===== src/rtl/weight_read_sequencer_if.sv =====
// Handshake and memory bundle for weight_read_sequencer.
// master = sample/memory side (bench), slave = sequencer.
interface weight_read_sequencer_if #(
    parameter int addressWidth = 10,
    parameter int dataWidth    = 16
);
    logic                    start;
    logic                    busy;
    logic                    done;
    logic                    in_valid;
    logic                    in_ready;
    logic [dataWidth-1:0]    in_data;
    logic                    mem_ren;
    logic [addressWidth:0]   mem_raddr;
    logic [dataWidth-1:0]    mem_wout;
    logic                    pair_valid;
    logic [dataWidth-1:0]    pair_data;
    logic [dataWidth-1:0]    pair_weight;
    logic                    pair_last;

    modport master (
        output start, in_valid, in_data, mem_wout,
        input  busy, done, in_ready, mem_ren, mem_raddr,
        input  pair_valid, pair_data, pair_weight, pair_last
    );

    modport slave (
        input  start, in_valid, in_data, mem_wout,
        output busy, done, in_ready, mem_ren, mem_raddr,
        output pair_valid, pair_data, pair_weight, pair_last
    );
endinterface


===== src/rtl/weight_read_sequencer.sv =====
// Weight BRAM read sequencer: pairs each input sample with its weight.
// Optional WEIGHT_SEQ_STALL_CNT_EN adds a 16-bit RUN-stall counter.
module weight_read_sequencer #(
    parameter int numWeight    = 784,
    parameter int addressWidth = 10,
    parameter int dataWidth    = 16
) (
    input  logic                     clk,
    input  logic                     rst,
`ifdef WEIGHT_SEQ_STALL_CNT_EN
    output logic [15:0]              stall_cnt,
`endif
    weight_read_sequencer_if.slave   bus
);
    localparam logic [addressWidth-1:0] LP_LAST =
        addressWidth'(numWeight - 1);

    typedef enum logic [1:0] {
        S_IDLE,
        S_RUN,
        S_FLUSH
    } state_t;

    state_t                  r_state;
    logic [addressWidth-1:0] r_addr;
    logic                    r_busy;
    logic                    r_done;
    logic                    r_pv;
    logic                    r_last;
    logic [dataWidth-1:0]    r_data;
    logic                    w_run;
    logic                    w_accept;

    assign w_run    = (r_state == S_RUN);
    assign w_accept = w_run & bus.in_valid;

    assign bus.in_ready    = w_run;
    assign bus.mem_ren     = w_accept;
    assign bus.mem_raddr   = {1'b0, r_addr};
    assign bus.busy        = r_busy;
    assign bus.done        = r_done;
    assign bus.pair_valid  = r_pv;
    assign bus.pair_last   = r_last;
    assign bus.pair_data   = r_data;
    assign bus.pair_weight = bus.mem_wout;

    // Sequencer FSM: address counter, sample delay and pair flags.
    always_ff @(posedge clk) begin
        if (rst) begin
            r_state <= S_IDLE;
            r_addr  <= '0;
            r_busy  <= 1'b0;
            r_done  <= 1'b0;
            r_pv    <= 1'b0;
            r_last  <= 1'b0;
            r_data  <= '0;
        end else begin
            r_pv   <= w_accept;
            r_last <= 1'b0;
            r_done <= 1'b0;
            if (w_accept) begin
                r_data <= bus.in_data;
            end
            unique case (r_state)
                S_IDLE: begin
                    if (bus.start) begin
                        r_state <= S_RUN;
                        r_addr  <= '0;
                        r_busy  <= 1'b1;
                    end
                end
                S_RUN: begin
                    if (w_accept) begin
                        if (r_addr == LP_LAST) begin
                            r_addr  <= '0;
                            r_last  <= 1'b1;
                            r_done  <= 1'b1;
                            r_state <= S_FLUSH;
                        end else begin
                            r_addr <= r_addr + addressWidth'(1);
                        end
                    end
                end
                S_FLUSH: begin
                    r_state <= S_IDLE;
                    r_busy  <= 1'b0;
                end
                default: begin
                    r_state <= S_IDLE;
                    r_busy  <= 1'b0;
                end
            endcase
        end
    end

`ifdef WEIGHT_SEQ_STALL_CNT_EN
    logic [15:0] r_stall;

    assign stall_cnt = r_stall;

    // Count RUN cycles without a sample; saturating, cleared on start.
    always_ff @(posedge clk) begin
        if (rst) begin
            r_stall <= '0;
        end else if ((r_state == S_IDLE) && bus.start) begin
            r_stall <= '0;
        end else if (w_run && !bus.in_valid && (r_stall != 16'hFFFF)) begin
            r_stall <= r_stall + 16'd1;
        end
    end
`endif
endmodule


===== src/flat_wrapper.sv =====
// flat-port wrapper written by rule: the top's interface ports become plain ports
module weight_read_sequencer_flat 
#(
    parameter int numWeight    = 784,
    parameter int addressWidth = 10,
    parameter int dataWidth    = 16
)
  (clk, rst, bus_start, bus_in_valid, bus_in_data, bus_mem_wout, bus_busy, bus_done, bus_in_ready, bus_mem_ren, bus_mem_raddr, bus_pair_valid, bus_pair_data, bus_pair_weight, bus_pair_last);
  weight_read_sequencer_if #(.addressWidth(addressWidth), .dataWidth(dataWidth)) bus_i ();
  input  logic clk;
  input  logic rst;
  input wire logic [$bits(bus_i.start)-1:0] bus_start;
  input wire logic [$bits(bus_i.in_valid)-1:0] bus_in_valid;
  input wire logic [$bits(bus_i.in_data)-1:0] bus_in_data;
  input wire logic [$bits(bus_i.mem_wout)-1:0] bus_mem_wout;
  output wire logic [$bits(bus_i.busy)-1:0] bus_busy;
  output wire logic [$bits(bus_i.done)-1:0] bus_done;
  output wire logic [$bits(bus_i.in_ready)-1:0] bus_in_ready;
  output wire logic [$bits(bus_i.mem_ren)-1:0] bus_mem_ren;
  output wire logic [$bits(bus_i.mem_raddr)-1:0] bus_mem_raddr;
  output wire logic [$bits(bus_i.pair_valid)-1:0] bus_pair_valid;
  output wire logic [$bits(bus_i.pair_data)-1:0] bus_pair_data;
  output wire logic [$bits(bus_i.pair_weight)-1:0] bus_pair_weight;
  output wire logic [$bits(bus_i.pair_last)-1:0] bus_pair_last;
  assign bus_i.start = bus_start;
  assign bus_i.in_valid = bus_in_valid;
  assign bus_i.in_data = bus_in_data;
  assign bus_i.mem_wout = bus_mem_wout;
  assign bus_busy = bus_i.busy;
  assign bus_done = bus_i.done;
  assign bus_in_ready = bus_i.in_ready;
  assign bus_mem_ren = bus_i.mem_ren;
  assign bus_mem_raddr = bus_i.mem_raddr;
  assign bus_pair_valid = bus_i.pair_valid;
  assign bus_pair_data = bus_i.pair_data;
  assign bus_pair_weight = bus_i.pair_weight;
  assign bus_pair_last = bus_i.pair_last;
  weight_read_sequencer #(.numWeight(numWeight), .addressWidth(addressWidth), .dataWidth(dataWidth)) u_core (.clk(clk), .rst(rst), .bus(bus_i));
endmodule

===== config.mk =====
export PLATFORM = sky130hd
export DESIGN_NAME = weight_read_sequencer_flat
export DESIGN_NICKNAME = d
export VERILOG_FILES = /design/src/rtl/weight_read_sequencer_if.sv /design/src/rtl/weight_read_sequencer.sv /design/src/flat_wrapper.sv
export SDC_FILE = /design/constraint.sdc
export NUM_CORES = 1
export LEC_CHECK = 0
export ABC_AREA = 1
export ABC_CLOCK_PERIOD_IN_PS = 2500
export BUFFER_PORTS_ARGS = -buffer_cell sky130_fd_sc_hd__buf_2
export CORE_MARGIN = 2
export CORE_UTILIZATION = 30
export CTS_CLUSTER_SIZE = 8
export DETAILED_ROUTE_END_ITERATION = 10
export PLACE_DENSITY = 0.56
export RECOVER_POWER = 100
export SYNTH_ARGS = -nofsm -noshare
export SYNTH_HDL_FRONTEND = slang
export SYNTH_SLANG_ARGS = --single-unit

===== constraint.sdc =====
create_clock -name clk -period 2.5 [get_ports clk]
set_input_delay 0.625 -clock clk [delete_from_list [all_inputs] [get_ports clk]]
set_output_delay 0.625 -clock clk [all_outputs]
set_load 0.05 [all_outputs]

Word-level counts from Yosys, hierarchy flattened
Index checks and enable logic that the tools add are counted.
Widths: inputs -> output; s select.
{ "classes": {"addsub": 1, "eq_ne": 5, "n_mux": 11, "n_bitwise": 3, "reduce_logical": 6} }
{ "op_table": {"columns": ["cell", "n"], "rows": [
  ["$mux 10", 3],
  ["$pmux 10 s2", 1],
  ["$add 10x1->10 const B", 1],
  ["$eq 10x10->1 const B", 1],
  ["$mux 2", 3],
  ["$ne 2x2->1 const B", 3],
  ["$reduce_and 3->1", 2],
  ["$pmux 2 s2", 1],
  ["$reduce_or 3->1", 1],
  ["$eq 2x1->1 const B", 1],
  ["$logic_not 2->1", 1],
  ["$mux 1", 2],
  ["$not 1->1", 2],
  ["$pmux 1 s2", 1],
  ["$reduce_and 2->1", 1],
  ["$reduce_bool 2->1", 1],
  ["$and 1x1->1", 1]
]} }
{ "totals": {"reg_bits": 31, "inputBits": 36, "wordCells": 32} }

Depth between registers and ports, before layout
Gate-level depths: netlist (run 1).
{ "depth": {"word_depth": 4, "depth_mapped": 9, "ltp_nobuf": 9} }

Worst setup path before layout (run 1)
OpenSTA, ideal clock, no wires.
{ "synth_path": {"kind": "register to output", "start": "register u_core.r_state[0]", "end": "output port bus_mem_ren", "arrival_time_ps": 1140, "required_time_ps": 1875, "path_slack_ps": 735, "stages_incl_launch_ff": 5, "n_path_buf": 0, "path_cell_list": "dfxtp_1 > inv_2 > nor2_4 > nand2_4 > inv_2"} }
{ "synth_via": {"elab_chain_len": 2} }
{ "synth_rtl": {"columns": ["element", "line", "rtl"], "rows": [
  ["start, declared", "weight_read_sequencer.sv:24", "state_t r_state;"],
  ["start signal, assigned", "weight_read_sequencer.sv:50", "r_state <= S_IDLE;"],
  ["start signal, assigned", "weight_read_sequencer.sv:67", "r_state <= S_RUN;"],
  ["start signal, assigned", "weight_read_sequencer.sv:78", "r_state <= S_FLUSH;"],
  ["$eq 2x1->1", "weight_read_sequencer.sv:34", "assign w_run = (r_state == S_RUN);"],
  ["via bus_in_ready", "flat_wrapper.sv:18", "output wire logic [$bits(bus_i.in_ready)-1:0] bus_in_ready;"],
  ["$and 1x1->1", "weight_read_sequencer.sv:35", "assign w_accept = w_run & bus.in_valid;"],
  ["end, declared", "flat_wrapper.sv:19", "output wire logic [$bits(bus_i.mem_ren)-1:0] bus_mem_ren;"]
]} }
The timed path passes the listed nets, and every way through them passes these cells.

Final worst setup path (run 1)
{ "layout_path": {"start": "register u_core.r_state[0]", "end": "output port bus_mem_ren"} }
{ "layout_via": {"elab_chain_len": 2} }
{ "layout_rtl": {"columns": ["element", "line"], "rows": [
  ["$eq 2x1->1", "weight_read_sequencer.sv:34"],
  ["$and 1x1->1", "weight_read_sequencer.sv:35"]
]} }
No other way between the ends.

==> reports/qor.yml, run 1 <==
cts-root-buf: "clkbuf_8"
vias_per_cell: 4.15
ff2ff_setup_slack_ns: 0.69
worstSetupEndpointType: "output pin"
min_period_ns: 2.18
netlist_top_cells_area: "dfxtp_1 40%, nand2_1 12%, buf_4 8.7%"
async_reset_ff_share_pct: 0
critPathLaunchType: "flip-flop"
cts_buffers: 5
dr_total_vias: 1294
r2r_start: "u_core.r_addr[0]"
cts_resized: 0
worst_pin_slew_ns: 0.609
min_from: "u_core.bus.busy"
power_leakage_nw: 0.791
antenna_left: 0
crit_required_ns: 1.88
grt_antenna_before_repair: 0
fin_setup_tns_ns: 0
chipHeight_um: 75.9
setup_viol: 0
netlist_instances: 205
drtIter0Drc: 38
synth_cell_types: 28
synth_area_um2: 1550
drive_above_1_share_pct: 16.9
min_to: "u_core.bus.busy"
clockBufferDepth: 2
min_path_type: "reg2reg"
crit_arrival_ns: 1.55
synth_edf_count: 0
crit_type: "reg2out"
routedWlPerCell_um: 10.4
diodes: 0
core_um2: 5040
cts.clk_slew.worst_paths_ns: 0.06
syn_area_per_cell_um2: 7.57
ir_drop_uv: 337
grt_pass1_wl_mm: 5.43
p_per_area_nw_per_um2: 677
cap_violations: 0
h-tree-depth: 2
syn_to_final_growth_pct: 11.6
ys_warn_count: 0
power_w: 0.00117
outcome: "complete, no violations"
detailed_place_hpwl_mm: 2.40
rows: 26
finClkSkew_ns: 0.00509
clock_latency_ns: 0.28
routed_wl_mm: 3.26
yosysTopAreaCell: "dfxtp_1"
finalNetCount: 278
rsz0062_at_grt: "no"
gp_congestion: 0.771
hold_buffers: 0
ys.flop_type: "dfxtp_1"
die_w_um: 75.9
yosysTopAreaCellShare_pct: 40.0
placed_cell_area_um2: 1740
clock_sinks: 31
syn_nets: 242
hold_viol: 0
rr_endpoint: "u_core.r_addr[2]"
ioPinCount: 85
hold_depth: 2
final_cell_area_um2: 1730
slew_headroom_pct: 59.6
grt_pass1_vias: 1256
path_max_fanout: 17
first_pass_iters: 4
drv_slew: 0
max_freq_ghz: 0.460
grt_overflow_total: 0
grt_use_total_pct: 11.8
fin_crit_sh_pct: 87.0
drc: 0
reg2reg_depth: 8
cts_tree: "done"
cts_setup_buffers: 0
yosysSeqAreaShare_pct: 40.0
grt_max_degree: 18
port_buffers: 51
ys_ff_latch: 31
dieArea_um2: 5770
initial_core_util_pct: 30.8
==> layout by cell type, fill, tap and decap left out <==
| cell | Yosys | final |
|---|---|---|
| nor3_2 | 4 | 1 |
| ha_1 | 1 | 1 |
| nand2_2 | 3 | 1 |
| nor3_1 | 2 | 5 |
| nand2_8 | 1 | 1 |
| buf_2 | 1 | 18 |
| nand2_4 | 4 | 3 |
| nor2_4 | 3 | 2 |
| nand2_1 | 50 | 53 |
| inv_1 | 25 | 26 |
| nand3_2 | 3 | 1 |
| a21oi_1 | 13 | 13 |
| xor2_1 | 1 | 1 |
| dfxtp_1 | 31 | 31 |
| inv_8 | 1 | 1 |
| clkinv_2 | 0 | 1 |
| o21ai_0 | 4 | 14 |
| nor2_1 | 14 | 15 |
| nand4_1 | 2 | 2 |
| nand3_1 | 2 | 4 |
| conb_1 | 1 | 1 |
| a31o_2 | 1 | 1 |
| clkbuf_2 | 0 | 1 |
| clkbuf_8 | 0 | 5 |
| clkbuf_1 | 2 | 34 |
| o22ai_1 | 1 | 1 |
| nor2_2 | 4 | 4 |
| inv_2 | 2 | 1 |
==> state kept, by name (all words and copies together) (netlist names) <==
name and flops:
u_core.bus.pair_data 16, u_core.r_addr 10, u_core.r_state 2, u_core.bus.busy 1, u_core.bus.pair_last 1, u_core.bus.pair_valid 1
==> Yosys cell counts (2+ instances only) <==
library cell	n
o21ai_0	4
nand4_1	2
nor3_2	4
inv_1	25
nor2_1	14
nor3_1	2
nand2_1	50
clkbuf_1	2
a21oi_1	13
nand3_1	2
dfxtp_1	31
inv_2	2
o21ai_1	10
nor2_2	4
nand2_4	4
nand2_2	3
nor2_4	3
buf_4	18
nand3_2	3
==> critical path: stages, from the launching register on <==
cell and delay [ns]:
dfxtp_1 0.35, inv_2 0.08, nor2_4 0.17, nand2_4 0.15, inv_1 0.20, clkbuf_2 0.31
==> worst max-delay path by stage <==
| stage | to | startpoint | cells after the start | slack (ns) |
|---|---|---|---|---|
| after global routing | bus_mem_ren | u_core.r_state[0] | 5 | 0.16 |
| final | bus_mem_ren | u_core.r_state[0] | 5 | 0.32 |
| after detailed placement | bus_mem_ren | bus_in_valid | 4 | 0.54 |
| after CTS | bus_mem_ren | u_core.r_state[0] | 5 | 0.37 |
| after global placement | bus_mem_ren | bus_in_valid | 4 | 0.57 |
| after floorplan | bus_mem_ren | u_core.r_state[0] | 4 | 0.73 |
==> cell families after synthesis <==
| kind of cell | after synthesis | share of synthesized area [%] |
|---|---|---|
| simple gates | 92 | 31.3 |
| buf+inv | 50 | 17.5 |
| flops | 31 | 40.0 |
| compound gates | 29 | 9.67 |
| xor+xnor | 1 | 0.564 |
| fa+ha+maj | 1 | 0.806 |
| other cells | 1 | 0.242 |
==> per-stage QoR <==
step	std cells	util, %	setup slack [ns]	hold slack [ns]
2_1_floorplan	205	-	0.735	0.491
3_3_place_gp	304	34.4	0.568	0.441
3_5_place_dp	304	34.4	0.544	0.443
4_1_cts	312	36.1	0.372	0.453
5_1_grt	312	34.4	0.162	0.475
6_report	312	34.4	0.325	0.451
==> report_power, final <==
part           internal [W]  leakage [nW]  switching [W]  total, W
Combinational     0.0000551         0.497       0.000205  0.000260
Clock              0.000195        0.0422       0.000177  0.000372
Sequential         0.000524         0.252      0.0000170  0.000541
Total              0.000774         0.791       0.000399   0.00117
==> cell type report <==
class | instances | area [um^2]
Clock inverter | 1 | 5.00
Inverter | 28 | 113
Timing Repair Buffer | 51 | 215
Sequential cell | 31 | 621
Multi-Input combinational cell | 124 | 616
Tap cell | 70 | 87.6
Clock buffer | 7 | 76.3
Fill cell | 586 | 3310
==> metal layers <==
metal | up-vias | part of all wire, % | routed length, um | GRT usage [%]
met3 | 4 | 7.5 | 243 | 5.24
met2 | 44 | 45 | 1460 | 19.2
li1 | 692 | - | - | -
met5 | - | 0 | 0 | 0
met4 | 0 | 1.4 | 47 | 5.27
met1 | 554 | 46 | 1510 | 13.5
Power figures use the tool's default switching activity.
==> inputs of run 2 (changes only) <==
Settings changed: CORE_UTILIZATION 30 to 40, PLACE_DENSITY 0.56 to 0.71.
==> reports/qor.yml, run 2 (synthesized netlist as in run 1, its figures left out) <==
drv_slew: 0  # unchanged
diodes: 0  # unchanged
drtIter0Drc: 59  # +55%
clockBufferDepth: 2  # unchanged
hold_depth: 2  # unchanged
core_um2: 3690  # -27%
routed_wl_mm: 2.95  # -9.6%
ioPinCount: 85  # unchanged
finalNetCount: 278  # unchanged
min_period_ns: 2.20  # +0.0275 ns
antenna_left: 0  # unchanged
cts_setup_buffers: 0  # unchanged
cts_buffers: 5  # unchanged
routedWlPerCell_um: 10.2  # -2.7%
chipHeight_um: 66.3  # -13%
grt_pass1_vias: 1162  # -7.5%
rr_endpoint: "u_core.r_addr[2]"
min_to: "u_core.bus.busy"
grt_antenna_before_repair: 0  # unchanged
crit_arrival_ns: 1.58  # +0.03 ns
hold_viol: 0  # unchanged
grt_use_total_pct: 15.2  # +3.4 points
clock_latency_ns: 0.29  # about the same
ir_drop_uv: 359  # +6.4%
fin_setup_tns_ns: 0  # unchanged
hold_buffers: 0  # unchanged
layout_commonest_cell: "nand2_1"
reg2reg_depth: 8  # unchanged
slew_headroom_pct: 58.9  # -0.71 points
worst_pin_slew_ns: 0.620  # +0.0107 ns
outcome: "complete, no violations"
worstSetupEndpointType: "output pin"
dr_total_vias: 1308  # +1.1%
port_buffers: 51  # unchanged
min_path_type: "reg2reg"
power_leakage_nw: 0.791  # about the same
crit_type: "reg2out"
rsz0062_at_grt: "no"
cap_violations: 0  # unchanged
preCtsSetupSlack_ns: 0.564  # +0.0199 ns
largest_register_ff_count: 16  # unchanged
cts_tree: "done"
utilization_pct: 46.5  # +12 points
crit_required_ns: 1.88  # about the same
max_freq_ghz: 0.454  # -1.2%
grt_max_degree: 18  # unchanged
p_per_area_nw_per_um2: 691  # +2.1%
first_pass_iters: 4  # unchanged
dieArea_um2: 4400  # -24%
detailed_place_hpwl_mm: 2.16  # -10%
cts.clk_slew.worst_paths_ns: 0.07  # about the same
clock_sinks: 31  # unchanged
vias_per_cell: 4.51  # +8.8%
initial_core_util_pct: 42.1  # +11 points
drive_above_1_share_pct: 17.4  # +0.41 points
grt_overflow_total: 0  # unchanged
fin_crit_sh_pct: 88.1  # +1.1 points
finClkSkew_ns: 0.00376  # -0.00133 ns
r2r_start: "u_core.r_addr[1]"
gp_congestion: 0.810  # +5.0%
layout_common_cells: "53 x nand2_1, 33 x clkbuf_1, 31 x dfxtp_1, 27 x inv_1, 18 x buf_2"
grt_pass1_wl_mm: 5.00  # -8.0%
critPathLaunchType: "flip-flop"
cts-root-buf: "clkbuf_8"
die_w_um: 66.3  # -13%
h-tree-depth: 2  # unchanged
power_w: 0.00118  # +0.96%
path_max_fanout: 17  # unchanged
fin_ws_ns: 0.297  # -0.0275 ns
cts_resized: 0  # unchanged
setup_viol: 0  # unchanged
rows: 22  # -15%
syn_to_final_growth_pct: 10.4
ff2ff_setup_slack_ns: 0.73  # +0.04 ns
min_from: "u_core.bus.busy"
drc: 0  # unchanged
## run 2: cell types whose count changed in the layout (fill, tap and decap cells not counted)
cell        previous run  this run
nor3_2                 1         2
clkbuf_1              34        33
inv_2                  1         0
inv_1                 26        27
clkinvlp_4             0         1
nor3_1                 5         4
## run 2: power by group
part	internal (W)	switching (W)	leakage (nW)	total (W)
clock	0.000194	0.000192	0.0412	0.000387
sequential	0.000523	0.0000164	0.252	0.000540
combinational	0.0000547	0.000202	0.498	0.000257
## run 2: through the flow
stage                     hold WS [ns]  area, um^2  cells
after floorplan                  0.491        1550    205
after global placement           0.442        1710    282
after detailed placement         0.440        1710    282
after CTS                        0.451        1790    290
after global routing             0.481        1710    290
final                            0.450        1710    290
## run 2: worst max-delay path, cell delays in order (launching register included)
cell and delay, ns:
dfxtp_1 0.35, inv_1 0.12, nor2_4 0.18, nand2_4 0.14, inv_1 0.19, clkbuf_2 0.31
## run 2: worst max-delay path by stage
stage | startpoint | end | slack [ns]
after global routing | u_core.r_state[0] | bus_mem_ren | 0.17
after CTS | u_core.r_state[0] | bus_mem_ren | 0.39
final | u_core.r_state[0] | bus_mem_ren | 0.30
after floorplan | u_core.r_state[0] | bus_mem_ren | 0.73
after detailed placement | bus_in_valid | bus_mem_ren | 0.56
after global placement | bus_in_valid | bus_mem_ren | 0.58
## run 2: final cells by class
type	instances	area [um^2]
multi-input cells	124	621
fillers	422	1970
well taps	48	60.1
clock buffers	6	72.6
flip-flops and latches	31	621
clock inverters	2	12.5
inverters	28	113
repair buffers	51	215
## run 2: layer usage
metal | vias up | GRT usage [%] | wire length, um
met2 | 50 | 21.6 | 1190
li1 | 690 | - | -
met1 | 558 | 18.3 | 1390
met3 | 10 | 7.33 | 289
met5 | - | 0 | 0
met4 | 0 | 9.44 | 76
